## config.mk

```make
export PLATFORM = sky130hd
export DESIGN_NAME = tf_out_decimator
export DESIGN_NICKNAME = d
export VERILOG_FILES = /design/src/rtl/tf_stage_pkg.sv /design/src/rtl/tf_out_skid.sv /design/src/rtl/tf_out_decimator.sv
export SDC_FILE = /design/constraint.sdc
export NUM_CORES = 1
export LEC_CHECK = 0
export BUFFER_PORTS_ARGS = -buffer_cell sky130_fd_sc_hd__buf_2
export CAP_MARGIN = 15
export CORE_MARGIN = 1.5
export CORE_UTILIZATION = 39
export CTS_BUF_LIST = sky130_fd_sc_hd__clkbuf_4 sky130_fd_sc_hd__clkbuf_8
export CTS_CLUSTER_SIZE = 40
export DETAILED_ROUTE_END_ITERATION = 10
export PLACE_DENSITY = 0.66
export SLEW_MARGIN = 5
export SYNTH_ARGS = -nofsm -noshare
export SYNTH_HDL_FRONTEND = slang
export SYNTH_SLANG_ARGS = --single-unit
```

## constraint.sdc

```tcl
create_clock -name clk -period 3.5 [get_ports clk]
set_clock_uncertainty 0.1 [all_clocks]
set_input_delay 0.175 -clock clk [delete_from_list [all_inputs] [get_ports clk]]
set_output_delay 0.175 -clock clk [all_outputs]
set_load 0.005 [all_outputs]
```

## src/rtl/tf_stage_pkg.sv

```systemverilog
// Shared types and helpers for msdsl model-output stages.
package tf_stage_pkg;

  typedef enum logic {EMPTY, HELD} out_state_e;

  // A sum of 2^log2_dec signed width-bit samples needs log2_dec guard bits.
  function automatic int acc_width(input int width, input int log2_dec);
    return width + log2_dec;
  endfunction

  // Window mean with round-half-toward-+inf: (s + 2^(k-1)) >>> k.
  function automatic logic signed [63:0] round_mean(input logic signed [63:0] s,
                                                     input int log2_dec);
    return (s + (64'sd1 <<< (log2_dec - 1))) >>> log2_dec;
  endfunction

endpackage

```

## src/rtl/tf_out_skid.sv

```systemverilog
// One-entry valid/ready holding register; a push that finds it full and not
// draining is dropped and latches a sticky drop flag.
module tf_out_skid
  import tf_stage_pkg::*;
#(
  parameter int W = 25
) (
  input  logic         clk,
  input  logic         rst,
  input  logic         push_i,
  input  logic [W-1:0] data_i,
  input  logic         ready_i,
  output logic         valid_o,
  output logic [W-1:0] data_o,
  output logic         drop_o
);

  out_state_e   state_q, state_d;
  logic [W-1:0] data_q, data_d;
  logic         drop_q, drop_d;

  always_ff @(posedge clk or negedge rst) begin
    if (!rst) begin
      state_q <= EMPTY;
      data_q  <= '0;
      drop_q  <= 1'b0;
    end else begin
      state_q <= state_d;
      data_q  <= data_d;
      drop_q  <= drop_d;
    end
  end

  always_comb begin
    state_d = state_q;
    data_d  = data_q;
    drop_d  = drop_q;
    case (state_q)
      EMPTY: if (push_i) begin
        state_d = HELD;
        data_d  = data_i;
      end
      HELD: begin
        if (ready_i) begin
          // Consume and refill on the same edge keeps the entry occupied.
          if (push_i) data_d = data_i;
          else        state_d = EMPTY;
        end else if (push_i) begin
          drop_d = 1'b1;
        end
      end
      default: state_d = EMPTY;
    endcase
  end

  assign valid_o = (state_q == HELD);
  assign data_o  = data_q;
  assign drop_o  = drop_q;

endmodule

```

## src/rtl/tf_out_decimator.sv

```systemverilog
// Averages non-overlapping windows of 2^LOG2_DEC model-output samples and
// hands the rounded mean to a one-entry valid/ready output register.
module tf_out_decimator
  import tf_stage_pkg::*;
#(
  parameter int WIDTH    = 25,
  parameter int EXPONENT = -16,
  parameter int LOG2_DEC = 3
) (
  input  logic                clk,
  input  logic                rst,
  input  logic [WIDTH-1:0]    in_data,
  input  logic                in_valid,
  output logic [WIDTH-1:0]    out_data,
  output logic                out_valid,
  input  logic                out_ready,
  output logic                overflow,
  output logic [LOG2_DEC-1:0] win_count
);

  localparam int AW = acc_width(WIDTH, LOG2_DEC);
  // Input and output share one fixed-point format, so no rescaling is needed.
  localparam int unused_exponent = EXPONENT;

  logic signed [AW-1:0]    acc_q, acc_d;
  logic [LOG2_DEC-1:0]     cnt_q, cnt_d;
  logic signed [AW-1:0]    sample_ext, sum;
  logic signed [63:0]      sum_wide, mean_wide;
  logic [WIDTH-1:0]        mean;
  logic                    win_done;
  logic                    unused_mean_hi;

  assign sample_ext = {{LOG2_DEC{in_data[WIDTH-1]}}, in_data};
  assign sum        = acc_q + sample_ext;
  assign win_done   = in_valid && (&cnt_q);
  assign sum_wide   = 64'(sum);
  assign mean_wide  = round_mean(sum_wide, LOG2_DEC);
  assign mean       = mean_wide[WIDTH-1:0];
  assign unused_mean_hi = ^mean_wide[63:WIDTH];

  always_comb begin
    acc_d = acc_q;
    cnt_d = cnt_q;
    if (in_valid) begin
      cnt_d = cnt_q + LOG2_DEC'(1);
      acc_d = win_done ? '0 : sum;
    end
  end

  always_ff @(posedge clk or negedge rst) begin
    if (!rst) begin
      acc_q <= '0;
      cnt_q <= '0;
    end else begin
      acc_q <= acc_d;
      cnt_q <= cnt_d;
    end
  end

  tf_out_skid #(.W(WIDTH)) u_skid (
    .clk     (clk),
    .rst     (rst),
    .push_i  (win_done),
    .data_i  (mean),
    .ready_i (out_ready),
    .valid_o (out_valid),
    .data_o  (out_data),
    .drop_o  (overflow)
  );

  assign win_count = cnt_q;

endmodule

```

-- Word-level counts from Yosys, hierarchy flattened
Index checks and enable logic that the tools add are counted.
- bits in registers: 58
- word-level logic and storage cells: 21
- add/subtract/negate cells: 3
- eq/ne operators: 1
- mux-type cells: 7
- bitwise logic cells: 2
- reductions and logical operators: 3
- operators by type and width (kind ; number):
    $mux W25 ; 2
    $pmux W25 S2 ; 1
    $add A28 B25 Y28 ; 1
    $add A28 B4 Y28 const B ; 1
    $mux W28 ; 1
    $reduce_and A3 Y1 ; 2
    $add A3 B1 Y3 const B ; 1
    $mux W1 ; 2
    $ne A2 B2 Y1 const B ; 1
    $not A1 Y1 ; 2
    $pmux W1 S2 ; 1
    $logic_and A1 B1 Y1 ; 1

-- Depth between registers and ports, before layout
Gate-level depths: netlist (run 1).
- depth in word-level cells: 5
- depth in mapped cells: 13
- gate-level depth less buffers: 13

-- Cells and area by module
Synthesis (run 1) repeated with hierarchy kept, for this count alone.
- cell total of the unflattened synthesis: 445
- area, all modules: 4571.9 µm²
- by module, submodules not included (module ; times used ; cells an instance ; area an instance (µm²) ; seq. area each (µm²)):
    tf_out_decimator ; 1 ; 386 ; 3459.6 ; 775.7
    tf_out_skid ; 1 ; 59 ; 1112.3 ; 675.6

-- Worst setup path before layout (run 1)
OpenSTA, ideal clock, no wires.
- path type: flip-flop to flip-flop
- from: register acc_q[0]
- to: register u_skid.data_q[21], in the netlist u_skid.data_o[21]
- library setup time: 0.124 ns
- arrival: 2.961 ns
- data required time: 3.276 ns
- path slack: 0.315 ns
- cell stages (with the launch flop): 14
- path buffers: 0
- path through: dfrtp_1 > ha_1 > inv_1 > fa_1 > nand2b_1 > a21oi_4 > o21ai_1 > a2111oi_0 > a41oi_1 > o22ai_1 > nand4_2 > nor3_1 > nor3_1 > a211o_1
- longest elaborated chain between the ends: 5
- RTL lines (what ; line ; RTL):
    from (decl) ; tf_out_decimator.sv:25 ; logic signed [AW-1:0] acc_q, acc_d;
    from (signal assigned) ; tf_out_decimator.sv:52 ; acc_q <= '0;
    from (signal assigned) ; tf_out_decimator.sv:55 ; acc_q <= acc_d;
    $add A28 B25 Y28 (*) ; tf_out_decimator.sv:34 ; assign sum = acc_q + sample_ext;
    $add A28 B4 Y28 (*) ; tf_stage_pkg.sv:14 ; return (s + (64'sd1 <<< (log2_dec - 1))) >>> log2_dec;
    $mux W25 (*) ; tf_out_skid.sv:39, tf_out_skid.sv:46 ;
    $mux W25 ; tf_out_skid.sv:44 ; if (ready_i) begin
    $pmux W25 S2 (*) ; tf_out_skid.sv:38 ; case (state_q)
    to (signal assigned) ; tf_out_skid.sv:29 ; data_q <= data_d;
    to (decl) ; tf_out_skid.sv:19 ; logic [W-1:0] data_q, data_d;
Every way passes the cells marked *; elsewhere a longest branch is shown, timed or not. The select of a mux whose other input is x is not followed.
A chain may end at the register's enable or synchronous reset.

-- Worst setup path in the final report (run 1)
- from: register acc_q[3]
- to: register u_skid.data_q[21], in the netlist u_skid.data_o[21]
The elaborated chain is that of the path after synthesis.

==> out/qor.yml, run 1 <==
status: "finished, final reports clean"
synth.most_common_cell: "dfrtp_1"
syn_area_per_cell_um2: 8.77
grt_usage_pct: 22.0
io_buffer_count: 58
core_um2: 11000
io_pins: 59
root_buffer: "clkbuf_8"
endpoint_kind: "flip-flop"
layout-drive-gt1-share_pct: 26.8
ir_drop_uv: 467
syn_to_final_growth_pct: 24.0
post_drt_wl_per_cell_um: 16.7
setup_viol: 0
worst_slack_ps: 108
power_density_nw_per_um2: 1090
die_x_um: 110
ctsHtreeMaxLevel: 3
syn_inst: 507
slew_headroom_pct: 41.0
seq_area_frac_synth_pct: 32.7
dieHeight_um: 110
crit_chain: "ha_4 > a21o_1 > a21oi_4 > a2111oi_4 > o211ai_2 > a311oi_4 > xor2_2 > buf_4 > nand2_1 > nor3_2 > nor3_1 > a211o_1"
synth-seq-cells: 58
first_global_vias: 4052
fmax_ghz: 0.295
via_per_inst: 5.54
fin_crit_ps: 3390
cp_max_fo: 4
ys.flop_type: "dfrtp_1"
antenna_found_initial: 0
post-route-period-util_pct: 96.9
drv_slew: 0
crit_required_ps: 3660
num_vias: 4125
synth_area_leaders: "dfrtp_1 (33%), ha_1 (8.4%), xnor2_1 (5.5%), nand2_1 (4.4%), o22ai_1 (3.9%)"
hold_viol: 0
synth_top_area_share_pct: 32.7
async_flop_share_pct: 100
hpwl_mm: 9.45
synth_nets: 567
cts_buffers: 9
synth_edf_count: 0
fillers: 1055
cts_tree: "yes"
cp_slowest_cell: "a2111oi_4"
crit_type: "reg2reg"
path_clk_slew_ps: 70
row_count: 38
num-nets-final: 660
place_ws_ps: -79.6
cpLargestDelayFamily: "compound AO/OA/AOI/OAI gates"
tightest_slew_ps: 883
cap_violations: 0
cp-start-kind: "flip-flop"
ys_types: 68
yosysTopAreaCell: "dfrtp_1"
post-route-util_pct: 50.2
detail_route.iter0.violations: 242
power_w: 0.00599
insertedDiodeCount: 0
detail-route-antenna-nets: 0
max_stage_delay_ps: 490
syn_area_um2: 4440
arrival_ps: 3550
critPathBufInv: 1
start_util_pct: 40.5
hp-class: "in2reg"
gp_congestion: 0.890
firstDrtPassIters: 5
clk_latency_ps: 370
cts_buffer_depth: 2
leakage_nw: 2.67
grt_max_degree: 37
seq_area_um2: 1450
grt-ovfl-total: 0
synthTopCellsByCount: "dfrtp_1 (58), nand2_1 (52), inv_1 (46)"
synth_warnings: 0
wirelength_mm: 12.4
cts.sinks: 58
grt_pass1_wl_mm: 20.0
die-area_um2: 12000
multi_input_area_um2: 2890
drc_errors: 0
-- worst paths after layout --
check | slack, ps | cells after the start | endpoint | start
worst max register to register | 110 | 12 | u_skid.data_o[21]$_DFFE_PN0P_ | acc_q[3]$_DFFE_PN0P_
worst min register to register | 380 | 2 | u_skid.data_o[8]$_DFFE_PN0P_ | u_skid.data_o[8]$_DFFE_PN0P_
max in group asynchronous | 2130 | 3 | acc_q[26]$_DFFE_PN0P_ | rst
min in group asynchronous | 340 | 2 | u_skid.data_o[16]$_DFFE_PN0P_ | rst
worst min-delay path | 50 | 3 | u_skid.valid_o$_DFF_PN0_ | out_ready
worst max-delay path | 110 | 12 | u_skid.data_o[21]$_DFFE_PN0P_ | acc_q[3]$_DFFE_PN0P_
-- flip-flops by register name, indices dropped and copies added, names as in the netlist --
signal          flops
acc_q              28
win_count           3
u_skid.data_o      25
u_skid.valid_o      1
u_skid.drop_o       1
-- worst register-to-register path: cells and delay by family (launching register included) --
kind,cells,cell delay [ps]
flops,1,410
buf+inv,1,160
simple gates,3,350
compound gates,6,1670
fa+ha+maj,1,300
xor+xnor,1,280
-- cells in the final DEF (no fill, tap or decap), drive strengths merged, types with 5 or more instances in the layout --
master	n
a21o	15
a21oi	22
a31oi	5
and3	7
and4	5
buf	104
clkbuf	11
dfrtp	58
ha	30
inv	46
nand2	52
nand2b	10
nand3	13
nand4	6
nor2	19
nor2b	5
nor3	13
nor4	5
o211ai	10
o21a	7
o21ai	35
o22ai	28
xnor2	28
xor2	14
-- metrics by stage --
stage,instance area (µm²),cells,TNS [ps],hold slack [ps]
final,5510,745,0,45.9
after global routing,5510,745,-8.44,40.1
after CTS,5310,740,0,36.5
after detailed placement,5110,723,-79.6,226
after global placement,5110,723,0,205
after floorplan,4440,507,0,-221
-- power breakdown --
part | leakage (nW) | internal [W] | switching (W) | total (W)
sequential | 0.722 | 0.000989 | 0.000185 | 0.00117
combinational | 1.86 | 0.00187 | 0.00237 | 0.00424
clock | 0.0885 | 0.000280 | 0.000291 | 0.000570
-- layer usage --
metal | up-vias | part of all wire (%) | global-route usage [%]
met5 | - | 0 | 0
li1 | 2028 | - | -
met3 | 30 | 4.6 | 4.80
met4 | 0 | 3.0 | 10.4
met2 | 121 | 46 | 34.6
met1 | 1946 | 46 | 28.6
-- logic make-up (layout without fill, tap and decap cells) --
group,after synthesis,count (layout),synth area share (%)
multiplexers,5,5,1.21
adder cells (fa/ha/maj),31,31,8.90
AND/OR/NAND/NOR,149,149,18.4
flip-flops,58,58,32.7
buffers and inverters,69,167,6.19
XOR/XNOR,42,42,8.45
AO/OA/AOI/OAI,153,153,24.2
-- repair_timing --
| item | CTS | global route |
|---|---|---|
| endpoints found under the hold margin | 35 | 0 |
| resized for setup | 1 | 30 |
| buffers inserted | 0 | 5 |
| endpoints found under the setup margin | 1 | 15 |
| hold buffers | 1 | 0 |
| pin swaps | 1 | 15 |
-- layout make-up --
class	count	area share, %
clock buffer	11	2.63
clock inverter	5	0.545
inverter	46	3.13
multi-input combinational	380	52.5
sequential	58	26.3
tap	140	3.18
timing repair buffer	105	11.7
Note: power is estimated with default switching activity, not from simulation.
==> inputs of run 2 (changes only) <==
--- a/config.mk
+++ b/config.mk
@@ -12,6 +12,7 @@
 export CTS_BUF_LIST = sky130_fd_sc_hd__clkbuf_4 sky130_fd_sc_hd__clkbuf_8
 export CTS_CLUSTER_SIZE = 40
 export DETAILED_ROUTE_END_ITERATION = 10
+export HOLD_SLACK_MARGIN = 0.08
 export PLACE_DENSITY = 0.66
 export SLEW_MARGIN = 5
 export SYNTH_ARGS = -nofsm -noshare
==> out/qor.yml, run 2 (same netlist as run 1, synthesis figures left out) <==
status: "finished, final reports clean"
grt_usage_pct: 22.0
power_density_nw_per_um2: 1080
die_x_um: 110
rr_worst_depth: 11
placed_cells: 723
fin_crit_ps: 3380
grt-ovfl-total: 0
path_clk_slew_ps: 70
regMostFlops: "acc_q"
hpwl_mm: 9.45
dieHeight_um: 110
first_global_vias: 4052
clk_latency_ps: 370
post_drt_wl_per_cell_um: 16.6
root_buffer: "clkbuf_8"
crit_required_ps: 3640
mostFrequentLayoutCells: "dfrtp_1 (58), buf_2 (58), nand2_1 (52)"
rr_startpoint: "acc_q[3]$_DFFE_PN0P_"
insertedDiodeCount: 0
cts_buffers: 9
whs_path_depth: 4
detail-route-antenna-nets: 0
start_util_pct: 40.5
firstDrtPassIters: 5
grt_pass1_wl_mm: 20.0
num_vias: 4121
die-area_um2: 12000
core_um2: 11000
cts_buffer_depth: 2
hp-class: "in2reg"
power_w: 0.00598
grt_max_degree: 37
fmax_ghz: 0.296
cp-start-kind: "flip-flop"
worst_slack_ps: 120
via_per_inst: 5.52
slew_headroom_pct: 40.8
largest_register_ffs: 28
final.setup.tns_ps: 0
num-nets-final: 661
r2r_setup_slack_ps: 120
tightest_slew_ps: 885
cp_max_fo: 4
gp_congestion: 0.890
cts_tree: "yes"
wirelength_mm: 12.4
arrival_ps: 3520
endpoint_kind: "flip-flop"
post-route-period-util_pct: 96.6
crit_type: "reg2reg"
hold_viol: 0
ctsHtreeMaxLevel: 3
cap_violations: 0
layout.cells.non_filler: 746
syn_to_final_growth_pct: 24.2
min_to: "acc_q[0]$_DFFE_PN0P_"
layout-drive-gt1-share_pct: 26.7
io_buffer_count: 58
rr_endpoint: "u_skid.data_o[22]$_DFFE_PN0P_"
leakage_nw: 2.67
setup_viol: 0
detail_route.iter0.violations: 269
placed_area_um2: 5110
final_area_um2: 5520
cts.sinks: 58
min_from: "in_data[0]"
drc_errors: 0
ir_drop_uv: 466
io_pins: 59
row_count: 38
antenna_found_initial: 0
place_ws_ps: -79.6
drv_slew: 0
[run 2: cell count changes in the layout (fill, tap and decap cells not counted), sizes merged]
cell	previous run	this run
dlygate4sd3	1	2
[run 2: critical path, cell delays in order (launching register included)]
cell and delay (ps):
dfrtp_1 410, ha_4 300, a21o_1 190, a21oi_4 100, a2111oi_4 480, buf_4 190
or4_1 140, o211ai_2 140, or4_4 640, nor4_4 310, a211o_1 160, nand3_1 80
[run 2: final cells by class]
cell class	instances	area, µm²
Fill cell	1055	5460
Multi-Input combinational cell	380	2890
Sequential cell	58	1450
Timing Repair Buffer	106	656
Tap cell	140	175
Inverter	46	173
Clock buffer	11	145
Clock inverter	5	30.0
[run 2: power breakdown]
group	switching [W]	internal (W)	leakage [nW]
combinational	0.00237	0.00187	1.86
sequential	0.000185	0.000989	0.722
clock	0.000288	0.000280	0.0885
[run 2: per-layer routing]
layer,vias to the layer above,global-route usage [%],wire (µm)
met5,-,0,0
met2,129,34.6,5720
met1,1931,28.6,5700
met3,30,4.80,598
li1,2031,-,-
met4,0,10.4,369
[run 2: timing repair]
item / in CTS / in global routing
hold buffers: 2 / 0
setup endpoints to repair: 1 / 15
resized for setup: 1 / 30
buffers inserted: 0 / 5
hold endpoints to repair: 37 / 0
pin swaps: 1 / 15
[run 2: worst max path at each step]
stage	start	to	slack, ps
final	acc_q[3]$_DFFE_PN0P_	u_skid.data_o[22]$_DFFE_PN0P_	120
after global routing	acc_q[3]$_DFFE_PN0P_	u_skid.data_o[21]$_DFFE_PN0P_	-8
after floorplan	acc_q[0]$_DFFE_PN0P_	u_skid.data_o[21]$_DFFE_PN0P_	320
after global placement	acc_q[0]$_DFFE_PN0P_	u_skid.data_o[21]$_DFFE_PN0P_	60
after CTS	acc_q[0]$_DFFE_PN0P_	u_skid.data_o[14]$_DFFE_PN0P_	30
after detailed placement	acc_q[0]$_DFFE_PN0P_	u_skid.data_o[21]$_DFFE_PN0P_	-80
[run 2: metrics by stage]
step | utilization (%) | hold slack, ps
2_1_floorplan | - | -221
3_3_place_gp | 46.6 | 205
3_5_place_dp | 46.6 | 226
4_1_cts | 48.4 | 90.0
5_1_grt | 50.3 | 139
6_report | 50.3 | 104
